<file path="config.mk">
export PLATFORM = sky130hd
export DESIGN_NAME = game_status
export DESIGN_NICKNAME = d
export VERILOG_FILES = /design/src/rtl/game_status.sv
export SDC_FILE = /design/constraint.sdc
export NUM_CORES = 1
export LEC_CHECK = 0
export CAP_MARGIN = 15
export CORE_MARGIN = 5
export CORE_UTILIZATION = 42
export DETAILED_ROUTE_END_ITERATION = 6
export PLACE_DENSITY_LB_ADDON = 0.2
export SLEW_MARGIN = 10
export SYNTH_ARGS = -nofsm -noshare
export SYNTH_HDL_FRONTEND = slang
export SYNTH_SLANG_ARGS = --single-unit
</file>
<file path="constraint.sdc">
create_clock -name clk -period 2.5 [get_ports clk]
set_input_delay 0.5 -clock clk [delete_from_list [all_inputs] [get_ports clk]]
set_output_delay 0.5 -clock clk [all_outputs]
set_load 0.05 [all_outputs]
</file>
<file path="src/rtl/game_status.sv">
// Round controller for the guessing game: qualifies guesses, tracks lives and
// guess count, and sequences a round through IDLE, PLAY, WON and LOST.
module game_status #(
    parameter int MAX_LIVES = 6
) (
    input  logic        clk,
    input  logic        reset,
    input  logic        start,
    input  logic        load,
    input  logic [4:0]  load_x,
    input  logic [25:0] current_mask,
    input  logic        win,
    input  logic        wrong,
    output logic        fwd_load,
    output logic [4:0]  fwd_x,
    output logic        round_clear,
    output logic [1:0]  state,
    output logic [3:0]  lives_left,
    output logic [7:0]  guess_count,
    output logic        repeat_guess,
    output logic        bad_guess,
    output logic        busy_drop
);

    typedef enum logic [1:0] {
        ST_IDLE = 2'b00,
        ST_PLAY = 2'b01,
        ST_WON  = 2'b10,
        ST_LOST = 2'b11
    } state_t;

    // Pipeline phase names the edge that comes next for a forwarded guess.
    typedef enum logic [1:0] {
        PH_FREE  = 2'b00,
        PH_ISSUE = 2'b01,
        PH_EVAL  = 2'b10
    } phase_t;

    localparam logic [3:0] LIVES_INIT = 4'(MAX_LIVES);
    localparam logic [4:0] LAST_LETTER = 5'd25;

    state_t      state_r;
    phase_t      phase_r;
    logic [3:0]  lives_r;
    logic [7:0]  count_r;
    logic        fwd_load_r;
    logic [4:0]  fwd_x_r;
    logic        round_clear_r;
    logic        repeat_r;
    logic        bad_r;
    logic        drop_r;

    logic        in_play_s;
    logic        busy_s;
    logic        x_valid_s;
    logic        x_seen_s;
    logic [31:0] mask_ext_s;
    logic        accept_s;
    logic        bad_s;
    logic        repeat_s;
    logic        drop_s;
    logic        miss_s;
    logic        win_ok_s;
    logic [3:0]  lives_next_s;

    // Guess qualification and evaluate-edge arithmetic.
    always_comb begin
        in_play_s  = (state_r == ST_PLAY);
        busy_s     = (phase_r != PH_FREE);
        x_valid_s  = (load_x <= LAST_LETTER);
        mask_ext_s = {6'd0, current_mask};
        if (x_valid_s) begin
            x_seen_s = mask_ext_s[load_x];
        end else begin
            x_seen_s = 1'b0;
        end
        win_ok_s = in_play_s && win && (phase_r != PH_ISSUE);
        bad_s    = in_play_s && load && !busy_s && !x_valid_s;
        repeat_s = in_play_s && load && !busy_s && x_valid_s && x_seen_s;
        accept_s = in_play_s && load && !busy_s && x_valid_s && !x_seen_s && !win;
        drop_s   = in_play_s && load && busy_s;
        miss_s   = (phase_r == PH_EVAL) && wrong && (lives_r != 4'd0);
        if (miss_s) begin
            lives_next_s = lives_r - 4'd1;
        end else begin
            lives_next_s = lives_r;
        end
    end

    // Round state machine, guess pipeline and all registered outputs.
    always_ff @(posedge clk) begin
        if (reset) begin
            state_r       <= ST_IDLE;
            phase_r       <= PH_FREE;
            lives_r       <= LIVES_INIT;
            count_r       <= 8'd0;
            fwd_load_r    <= 1'b0;
            fwd_x_r       <= 5'd0;
            round_clear_r <= 1'b0;
            repeat_r      <= 1'b0;
            bad_r         <= 1'b0;
            drop_r        <= 1'b0;
        end else begin
            fwd_load_r    <= 1'b0;
            round_clear_r <= 1'b0;
            repeat_r      <= bad_s ? 1'b0 : repeat_s;
            bad_r         <= bad_s;
            drop_r        <= drop_s;
            case (state_r)
                ST_IDLE, ST_WON, ST_LOST: begin
                    if (start) begin
                        state_r       <= ST_PLAY;
                        phase_r       <= PH_FREE;
                        lives_r       <= LIVES_INIT;
                        count_r       <= 8'd0;
                        round_clear_r <= 1'b1;
                    end else begin
                        phase_r <= PH_FREE;
                    end
                end
                ST_PLAY: begin
                    case (phase_r)
                        PH_FREE: begin
                            if (win_ok_s) begin
                                state_r <= ST_WON;
                            end else if (accept_s) begin
                                fwd_load_r <= 1'b1;
                                fwd_x_r    <= load_x;
                                phase_r    <= PH_ISSUE;
                            end else begin
                                phase_r <= PH_FREE;
                            end
                        end
                        PH_ISSUE: begin
                            phase_r <= PH_EVAL;
                            if (count_r != 8'hFF) begin
                                count_r <= count_r + 8'd1;
                            end else begin
                                count_r <= count_r;
                            end
                        end
                        PH_EVAL: begin
                            phase_r <= PH_FREE;
                            lives_r <= lives_next_s;
                            // A win on the evaluate edge outranks running out of lives.
                            if (win_ok_s) begin
                                state_r <= ST_WON;
                            end else if (lives_next_s == 4'd0) begin
                                state_r <= ST_LOST;
                            end else begin
                                state_r <= ST_PLAY;
                            end
                        end
                        default: phase_r <= PH_FREE;
                    endcase
                end
                default: begin
                    state_r <= ST_IDLE;
                    phase_r <= PH_FREE;
                end
            endcase
        end
    end

    assign state        = state_r;
    assign lives_left   = lives_r;
    assign guess_count  = count_r;
    assign fwd_load     = fwd_load_r;
    assign fwd_x        = fwd_x_r;
    assign round_clear  = round_clear_r;
    assign repeat_guess = repeat_r;
    assign bad_guess    = bad_r;
    assign busy_drop    = drop_r;

endmodule
</file>
==> results.json, run 1 <==
{
  "status": "finished, final reports clean",
  "rows": 21,
  "synth_edf_count": 0,
  "gp_routability_congestion": 0.780,
  "setup_tns_ns": 0,
  "io_pins": 61,
  "syn_avg_cell_area_sq_um": 8.83,
  "syn_inst": 160,
  "hold_path_class": "reg2reg",
  "required_ns": 2.76,
  "yosys_warnings": 0,
  "die_x_um": 68.0,
  "clockRootBuffer": "clkbuf_4",
  "dp_hpwl_um": 3050,
  "max-vdd-ir-drop_uv": 217,
  "fin_crit_ns": 2.35,
  "core-area_sq_mm": 0.00328,
  "cts_htree_levels": 1,
  "gr-usage-all-layers": 0.162,
  "worstPathArrival_ns": 2.61,
  "start_kind": "input pin",
  "rsz0062_at_grt": "no",
  "area_growth_pct": 52.2,
  "drive_above_1_share": 0.0800,
  "max_freq_mhz": 425,
  "ys_ff_latch": 26,
  "rr_worst_depth": 6,
  "end_kind": "flip-flop",
  "dieHeight_um": 68.0,
  "regArea_sq_um": 520,
  "yosys.cell_types.count": 44,
  "dieArea_sq_mm": 0.00462,
  "powerDensity_mw_per_mm2": 412,
  "wl_um": 3740,
  "crit_fanout": 7,
  "clock_skew_ns": 0.0116,
  "max_slew.worst_pin.slew_ns": 0.568,
  "firstDrtPassIters": 4,
  "synthesis.nets": 199,
  "hold_depth": 2,
  "start_util": 0.430,
  "grt_start_max_net_pins": 17,
  "netlist_area_sq_mm": 0.00141,
  "avgRoutedWirePerCell_um": 13.8,
  "finalNetCount": 265,
  "drtIter0Drc": 91,
  "multi_input_area_sq_um": 848,
  "fill_cells": 286,
  "post_cts_buffers": 0,
  "avgViaCountPerCell": 5.28,
  "cts_tree": "done",
  "setup_viol": 0,
  "final_common_cell": "clkdlybuf4s50_1",
  "grt_pass1_vias": 1468,
  "hold_violations": 0,
  "numCtsBuffers": 3,
  "vias": 1431,
  "port_buffers": 60,
  "max_slew_margin": 0.619,
  "grt-ovfl-total": 0,
  "ys.flop_type": "dfxtp_1",
  "criticalPathCategory": "in2reg",
  "final_cell_mix": "59 x clkdlybuf4s50_1, 26 x dfxtp_1, 16 x nor2_1",
  "hold_ws_ns": 0.493,
  "insertedDiodeCount": 0,
  "clock_path_buffers": 2,
  "drv_cap": 0,
  "leakage_nw": 0.784,
  "cts.sink_count": 26,
  "final.period_utilization": 0.941,
  "ant_nets": 0,
  "grt_antenna_before_repair": 0,
  "seq_area_frac_synth": 0.368,
  "route.detailed.drc": 0,
  "clock_latency_ns": 0.32,
  "grt_pass1_wl_um": 5910,
  "async_reset_ff_frac": 0,
  "drv_slew": 0,
  "clk_pin_slew_worst_paths_ns": 0.14
}
-- cells in the mapped netlist (4+ instances only) --
master    count  area (sq um)
a21oi_1       8          40.0
dfxtp_1      26           521
inv_1         4          15.0
mux2i_1       9          90.1
nand2_1      10          37.5
nand2b_1     12          75.1
nand3_1      11          55.1
nor2_1       16          60.1
nor2b_1       5          31.3
o21ai_0       4          20.0
xor2_1        6          52.6
-- worst max-delay path: stages --
cell             delay, ns
clkdlybuf4s50_1       0.65
mux2_2                0.38
o22ai_1               0.13
nor3_1                0.07
or3_4                 0.39
o21ai_4               0.26
mux2i_1               0.23
-- final cells by class --
cell class | count | share of cell area
clock buffers | 3 | 0.0105
clock inverters | 1 | 0.0140
inverters | 4 | 0.00698
multi-input cells | 124 | 0.395
flip-flops and latches | 26 | 0.242
well taps | 46 | 0.0268
repair buffers | 67 | 0.305
-- layer usage --
metal | up-vias | track usage | routed length [um]
met5 | - | 0 | 0
met4 | 0 | 0.0347 | 36
met3 | 6 | 0.0378 | 273
met2 | 54 | 0.296 | 1890
met1 | 662 | 0.191 | 1540
li1 | 709 | - | -
-- repair_timing --
| action | 4_1_cts | 5_1_grt |
|---|---|---|
| setup endpoints to repair | 0 | 4 |
| hold buffers | 0 | 0 |
| resized for setup | 0 | 2 |
-- state kept, by name (all words and copies together) (netlist names) --
register	flops
bad_guess	1
fwd_load	1
phase_r	2
state	2
guess_count	8
round_clear	1
repeat_guess	1
lives_left	4
fwd_x	5
busy_drop	1
-- where the power goes --
group	internal (mW)	total (mW)	switching, mW	leakage [nW]
Combinational	0.0972	0.175	0.0782	0.546
Clock	0.162	0.284	0.122	0.0279
Sequential	0.420	0.426	0.00531	0.210
Total	0.680	0.885	0.205	0.784
-- worst paths after layout --
path	slack, ns	end	start
worst max-delay path	0.15	fwd_x[0]$_SDFFE_PP0P_	load_x[2]
worst min-delay path	0.49	fwd_x[1]$_SDFFE_PP0P_	fwd_x[1]$_SDFFE_PP0P_
worst max register to register	0.34	lives_left[3]$_SDFFE_PP0P_	lives_left[0]$_SDFFE_PP0P_
worst min register to register	0.49	fwd_x[1]$_SDFFE_PP0P_	fwd_x[1]$_SDFFE_PP0P_
-- kinds of logic after synthesis --
family	count (synthesis)	synth area share
compound gates	28	0.135
xor+xnor	7	0.0434
fa+ha+maj	2	0.0177
buf+inv	10	0.0336
flops	26	0.368
mux	13	0.114
simple gates	74	0.288
-- per-stage QoR --
stage,util,power (mW),std cells,worst slack (ns),area (sq um)
2_1_floorplan,-,0.518,160,0.320,1410
3_3_place_gp,0.637,0.604,267,-0.214,2090
3_5_place_dp,0.637,0.609,267,-0.294,2090
4_1_cts,0.653,0.888,271,0.0439,2140
5_1_grt,0.654,0.917,271,0.0198,2150
6_report,0.654,0.885,271,0.147,2150
(Power assumes the default switching activity.)
==> inputs of run 2 (changes only) <==
--- a/config.mk
+++ b/config.mk
@@ -5,9 +5,10 @@
 export SDC_FILE = /design/constraint.sdc
 export NUM_CORES = 1
 export LEC_CHECK = 0
-export CAP_MARGIN = 15
+export CAP_MARGIN = 20
 export CORE_MARGIN = 5
 export CORE_UTILIZATION = 42
+export CTS_CLUSTER_DIAMETER = 40
 export DETAILED_ROUTE_END_ITERATION = 6
 export PLACE_DENSITY_LB_ADDON = 0.2
 export SLEW_MARGIN = 10
==> results of run 2 <==
Same layout as run 1: the final DEF is identical, and so are final timing and power.
